==> src/rtl/uart_rx_fifo.sv <==
// 8N1 UART receiver with 2-FF input synchroniser, break handling and a
// show-ahead byte FIFO drained through a valid/ready port.
module uart_rx_fifo #(
  parameter int CLKS_PER_BIT = 1250,
  parameter int FIFO_DEPTH   = 4
) (
  input  logic                            clk,
  input  logic                            rst,
  input  logic                            i_rxd,
  output logic [7:0]                      o_data,
  output logic                            o_valid,
  input  logic                            i_ready,
  output logic [$clog2(FIFO_DEPTH+1)-1:0] o_count,
  output logic                            o_busy,
  output logic                            o_frame_err,
  output logic                            o_overrun
);

  localparam int CNTW = $clog2(CLKS_PER_BIT);
  localparam int AW   = $clog2(FIFO_DEPTH);
  localparam int CW   = $clog2(FIFO_DEPTH+1);
  localparam logic [CNTW-1:0] BIT_LAST  = CNTW'(CLKS_PER_BIT - 1);
  localparam logic [CNTW-1:0] HALF_LAST = CNTW'(CLKS_PER_BIT/2 - 1);

  typedef enum logic [2:0] {IDLE, START, DATA, STOP, BREAK} state_t;

  state_t          state;
  logic            rxd_m, rxd_s;
  logic [CNTW-1:0] clk_cnt;
  logic [2:0]      bit_idx;
  logic [7:0]      shift;

  logic [7:0]      mem [FIFO_DEPTH];
  logic [AW-1:0]   wr_ptr, rd_ptr;
  logic [CW-1:0]   count;
  logic            push_req, push_ok, pop, full;

  always_ff @(posedge clk or posedge rst) begin
    if (rst) begin
      rxd_m <= 1'b1;
      rxd_s <= 1'b1;
    end else begin
      rxd_m <= i_rxd;
      rxd_s <= rxd_m;
    end
  end

  always_ff @(posedge clk or posedge rst) begin
    if (rst) begin
      state       <= IDLE;
      clk_cnt     <= '0;
      bit_idx     <= '0;
      shift       <= '0;
      o_frame_err <= 1'b0;
    end else begin
      o_frame_err <= 1'b0;
      case (state)
        IDLE: if (!rxd_s) begin
          state   <= START;
          clk_cnt <= '0;
        end
        // Half-bit re-check rejects glitches shorter than half a bit.
        START: if (clk_cnt == HALF_LAST) begin
          clk_cnt <= '0;
          bit_idx <= '0;
          state   <= rxd_s ? IDLE : DATA;
        end else begin
          clk_cnt <= clk_cnt + 1'b1;
        end
        DATA: if (clk_cnt == BIT_LAST) begin
          clk_cnt        <= '0;
          shift[bit_idx] <= rxd_s;
          if (bit_idx == 3'd7) state <= STOP;
          else                 bit_idx <= bit_idx + 3'd1;
        end else begin
          clk_cnt <= clk_cnt + 1'b1;
        end
        STOP: if (clk_cnt == BIT_LAST) begin
          clk_cnt <= '0;
          if (rxd_s) begin
            state <= IDLE;
          end else begin
            o_frame_err <= 1'b1;
            state       <= BREAK;
          end
        end else begin
          clk_cnt <= clk_cnt + 1'b1;
        end
        // Wait out a held-low line so it reports a single framing error.
        BREAK: if (rxd_s) state <= IDLE;
        default: state <= IDLE;
      endcase
    end
  end

  assign o_busy   = (state != IDLE);
  assign push_req = (state == STOP) && (clk_cnt == BIT_LAST) && rxd_s;
  assign full     = (count == CW'(FIFO_DEPTH));
  assign pop      = o_valid & i_ready;
  assign push_ok  = push_req & (~full | pop);

  always_ff @(posedge clk or posedge rst) begin
    if (rst) begin
      wr_ptr    <= '0;
      rd_ptr    <= '0;
      count     <= '0;
      o_overrun <= 1'b0;
      for (int i = 0; i < FIFO_DEPTH; i++) mem[i] <= '0;
    end else begin
      o_overrun <= push_req & full & ~pop;
      if (push_ok) begin
        mem[wr_ptr] <= shift;
        wr_ptr      <= wr_ptr + 1'b1;
      end
      if (pop) rd_ptr <= rd_ptr + 1'b1;
      case ({push_ok, pop})
        2'b10:   count <= count + 1'b1;
        2'b01:   count <= count - 1'b1;
        default: count <= count;
      endcase
    end
  end

  assign o_valid = (count != '0);
  assign o_count = count;
  assign o_data  = mem[rd_ptr];

endmodule

==> config.mk <==
export PLATFORM = sky130hd
export DESIGN_NAME = uart_rx_fifo
export DESIGN_NICKNAME = d
export VERILOG_FILES = /design/src/rtl/uart_rx_fifo.sv
export SDC_FILE = /design/constraint.sdc
export NUM_CORES = 1
export LEC_CHECK = 0
export ABC_AREA = 1
export CORE_MARGIN = 2
export CORE_UTILIZATION = 50
export CTS_CLUSTER_DIAMETER = 100
export DETAILED_ROUTE_END_ITERATION = 10
export PLACE_DENSITY = 0.68
export SETUP_SLACK_MARGIN = 0.02
export SLEW_MARGIN = 20
export SYNTH_ARGS = -nofsm -noshare
export SYNTH_HDL_FRONTEND = slang
export SYNTH_SLANG_ARGS = --single-unit
==> constraint.sdc <==
create_clock -name clk -period 2.6 [get_ports clk]
set_input_delay 0.52 -clock clk [delete_from_list [all_inputs] [get_ports clk]]
set_output_delay 0.52 -clock clk [all_outputs]
set_load 0.02 [all_outputs]
==> flow_summary.toml <==
[job]
max_cap_violations = 0

[grt]
grt_max_degree = 52
grt_pass1_vias = 2879
grt-ovfl-total = 0
grt_pass1_wl_mm = 13.2
antenna_found_initial = 0
gr-usage-all-layers_pct = 21.8

[setup_path]
cp_data_required_time_ns = 2.08
critPathMaxStageDelay_ns = 0.64
crit_fanout = 10
slowest_stage = "clkdlybuf4s50_1"
worstPathArrival_ns = 1.96
crit_family = "buffers and inverters"
setup.worst_path.class = "reg2out"
end_kind = "primary output"
crit_buf_inv = 2
crit_chain = "inv_2 -> o21ai_0 -> o22ai_1 -> clkdlybuf4s50_1"
cp-start-kind = "register"

[die]
num_rows = 30
start_util_pct = 51.7
dieArea_um2 = 7710
core_um2 = 6790
die_height_um = 87.8
die_w_um = 87.8
pin_count = 19

[power]
power.total_w = 0.00306
intPower_w = 0.00211
ir_drop_v = 0.000306
clockPowerShare_pct = 35.3
p_comb_share_pct = 26.8
switching_share_pct = 31.0
p_leak_nw = 2.06
seq_power_share_pct = 37.8
p_per_area_nw_per_um2 = 756
power_switching_w = 0.000948

[sta]
holdWs_ns = 0.358
fin_crit_sh_pct = 95.3
period_minus_slack_ns = 2.48
rsz0062_at_grt = "no"
slew_viol_final = 0
slew_headroom_pct = 61.1
tightest_slew_ns = 0.579
hold_viol = 0
fmax_ghz = 0.404
skew_ns = 0.0121
setup_viol = 0
tns_ns = 0

[placed_design]
gp_congestion = 0.871
placed_area_um2 = 3790
dp_hpwl_mm = 5.33
place_inst = 559
portBuffers = 18

[logic_synthesis]
yosysSeqAreaShare_pct = 48.5
syn_inst = 453
synth_cell_types = 27
synth_nets = 468
synth_area_um2 = 3510
post_synth.cell_area_avg_um2 = 7.76
ys_ff_latch = 68
yosys_warnings = 0

[route]
viasPerCell = 5.21
ant_nets = 0
drt-total-wl_mm = 7.51
drc = 0
drt-wirelength-per-cell_um = 13.1
drtIter0Drc = 243
num_vias = 2994
dr.pass1.iters = 5

[status]
status = "completed"

[cts]
cts.sinks = 68
path_clk_slew_ns = 0.08
clkLatencyLatePin_ns = 0.34
cts_tree = "yes"
post-cts-setup-buffer-count = 0
ctsHoldBuffers = 0
cts_resized = 0
cts_max_level = 3
clk_path_buf_depth = 2
cts_buffers = 9
root_buffer = "clkbuf_8"

[final_layout]
syn_to_final_growth_pct = 15.2
n_antenna_cell = 0
drive_above_1_share_pct = 7.72
finalInstanceArea_um2 = 4050
stdcell_count = 575
fin_nets = 489

[hold_path]
min_path_type = "reg2reg"
## cells in the mapped netlist (all sizes together)
master,instances,area share (%)
buf,6,1.2
dfstp,2,1.5
nand2,136,15
o31ai,1,0.21
nor2,55,6.4
nor3,4,0.57
o211ai,3,0.64
a31o,1,0.25
o21ai,40,5.7
xnor2,1,0.25
ha,10,3.6
o22ai,8,1.4
xor2,4,1.0
a21oi,2,0.28
nand4,6,1.1
nand3,56,8.1
clkbuf,7,0.75
fa,1,0.57
dfrtp,66,47
inv,44,4.7
## path summary, 6_finish.rpt
| path | start | endpoint | slack [ns] | cells past startpoint |
|---|---|---|---|---|
| hold / removal | rxd_m$_DFF_PP1_ | rxd_s$_DFF_PP1_ | 0.36 | 0 |
| max in group asynchronous | rst | mem[27]$_DFFE_PP0P_ | 1.53 | 3 |
| min in group asynchronous | rst | clk_cnt[10]$_DFFE_PP0P_ | 0.48 | 2 |
| hold reg to reg | rxd_m$_DFF_PP1_ | rxd_s$_DFF_PP1_ | 0.36 | 0 |
| setup reg to reg | clk_cnt[1]$_DFFE_PP0P_ | o_count[1]$_DFFE_PP0P_ | 0.32 | 9 |
| setup / recovery | rd_ptr[1]$_DFFE_PP0P_ | o_data[6] | 0.12 | 4 |
## metrics by stage
stage	worst slack [ns]	utilization (%)
finish	0.122	59.6
CTS	0.0418	59.5
floorplan	0.372	-
detailed placement	0.178	55.9
global placement	0.256	55.9
global route	0.0632	59.6
## metal layers
layer  share of wire (%)  global-route usage (%)  up-vias
li1                    -                       -     1511
met1                  47                    30.0     1406
met2                  48                    34.8       66
met3                 3.6                    3.02       11
met4                 1.5                    8.95        0
met5                   0                       0        -
## power groups by stage
stage / clock, W / combinational (W) / sequential (W)
3_5_place_dp: 0 / 0.000821 / 0.00117
5_1_grt: 0.00114 / 0.000905 / 0.00117
3_3_place_gp: 0 / 0.000809 / 0.00117
4_1_cts: 0.00109 / 0.000823 / 0.00115
6_report: 0.00108 / 0.000821 / 0.00116
2_1_floorplan: 0 / 0.000486 / 0.00117
## cells by family (layout without fill, tap and decap cells)
kind of cell / count (synthesis) / after routing / synth area share [%]
simple gates: 257 / 257 / 30.9
buf+inv: 57 / 83 / 6.66
xor+xnor: 5 / 5 / 1.25
fa+ha+maj: 11 / 11 / 4.13
compound gates: 55 / 55 / 8.51
flops: 68 / 68 / 48.5
## worst register-to-register path, cell delays in order (launching register included)
cell,delay (ns)
dfrtp_1,0.41
inv_1,0.11
ha_1,0.23
nand3_1,0.11
nor3_1,0.30
nand3_1,0.17
ha_1,0.23
inv_1,0.09
fa_1,0.42
o21ai_0,0.16
## layout make-up
class | instances | area [um2]
multi-input cells | 328 | 1580
inverters | 44 | 169
well taps | 96 | 120
fillers | 614 | 2750
repair buffers | 23 | 230
clock buffers | 10 | 138
clock inverters | 6 | 111
flip-flops and latches | 68 | 1700
## cell usage in the layout (no fill, tap or decap), types with 3 or more instances in the layout
cell,instances
nand2_1,132
dfrtp_1,66
nand3_1,55
nor2_1,52
inv_1,39
o21ai_0,38
clkdlybuf4s50_1,18
ha_1,10
clkbuf_8,10
o22ai_1,8
nand4_1,6
inv_2,4
nor3_1,4
xor2_1,4
nand2_2,4
buf_4,4
o211ai_1,3
bufinv_16,3
## sequential cells by signal (all words and copies together), names as in the netlist, 2 cells and up
signal and cells:
state 3, rd_ptr 2, shift 8, o_count 3
mem 32, bit_idx 3, clk_cnt 11, wr_ptr 2
No activity file was read; power rests on OpenSTA's default activity.
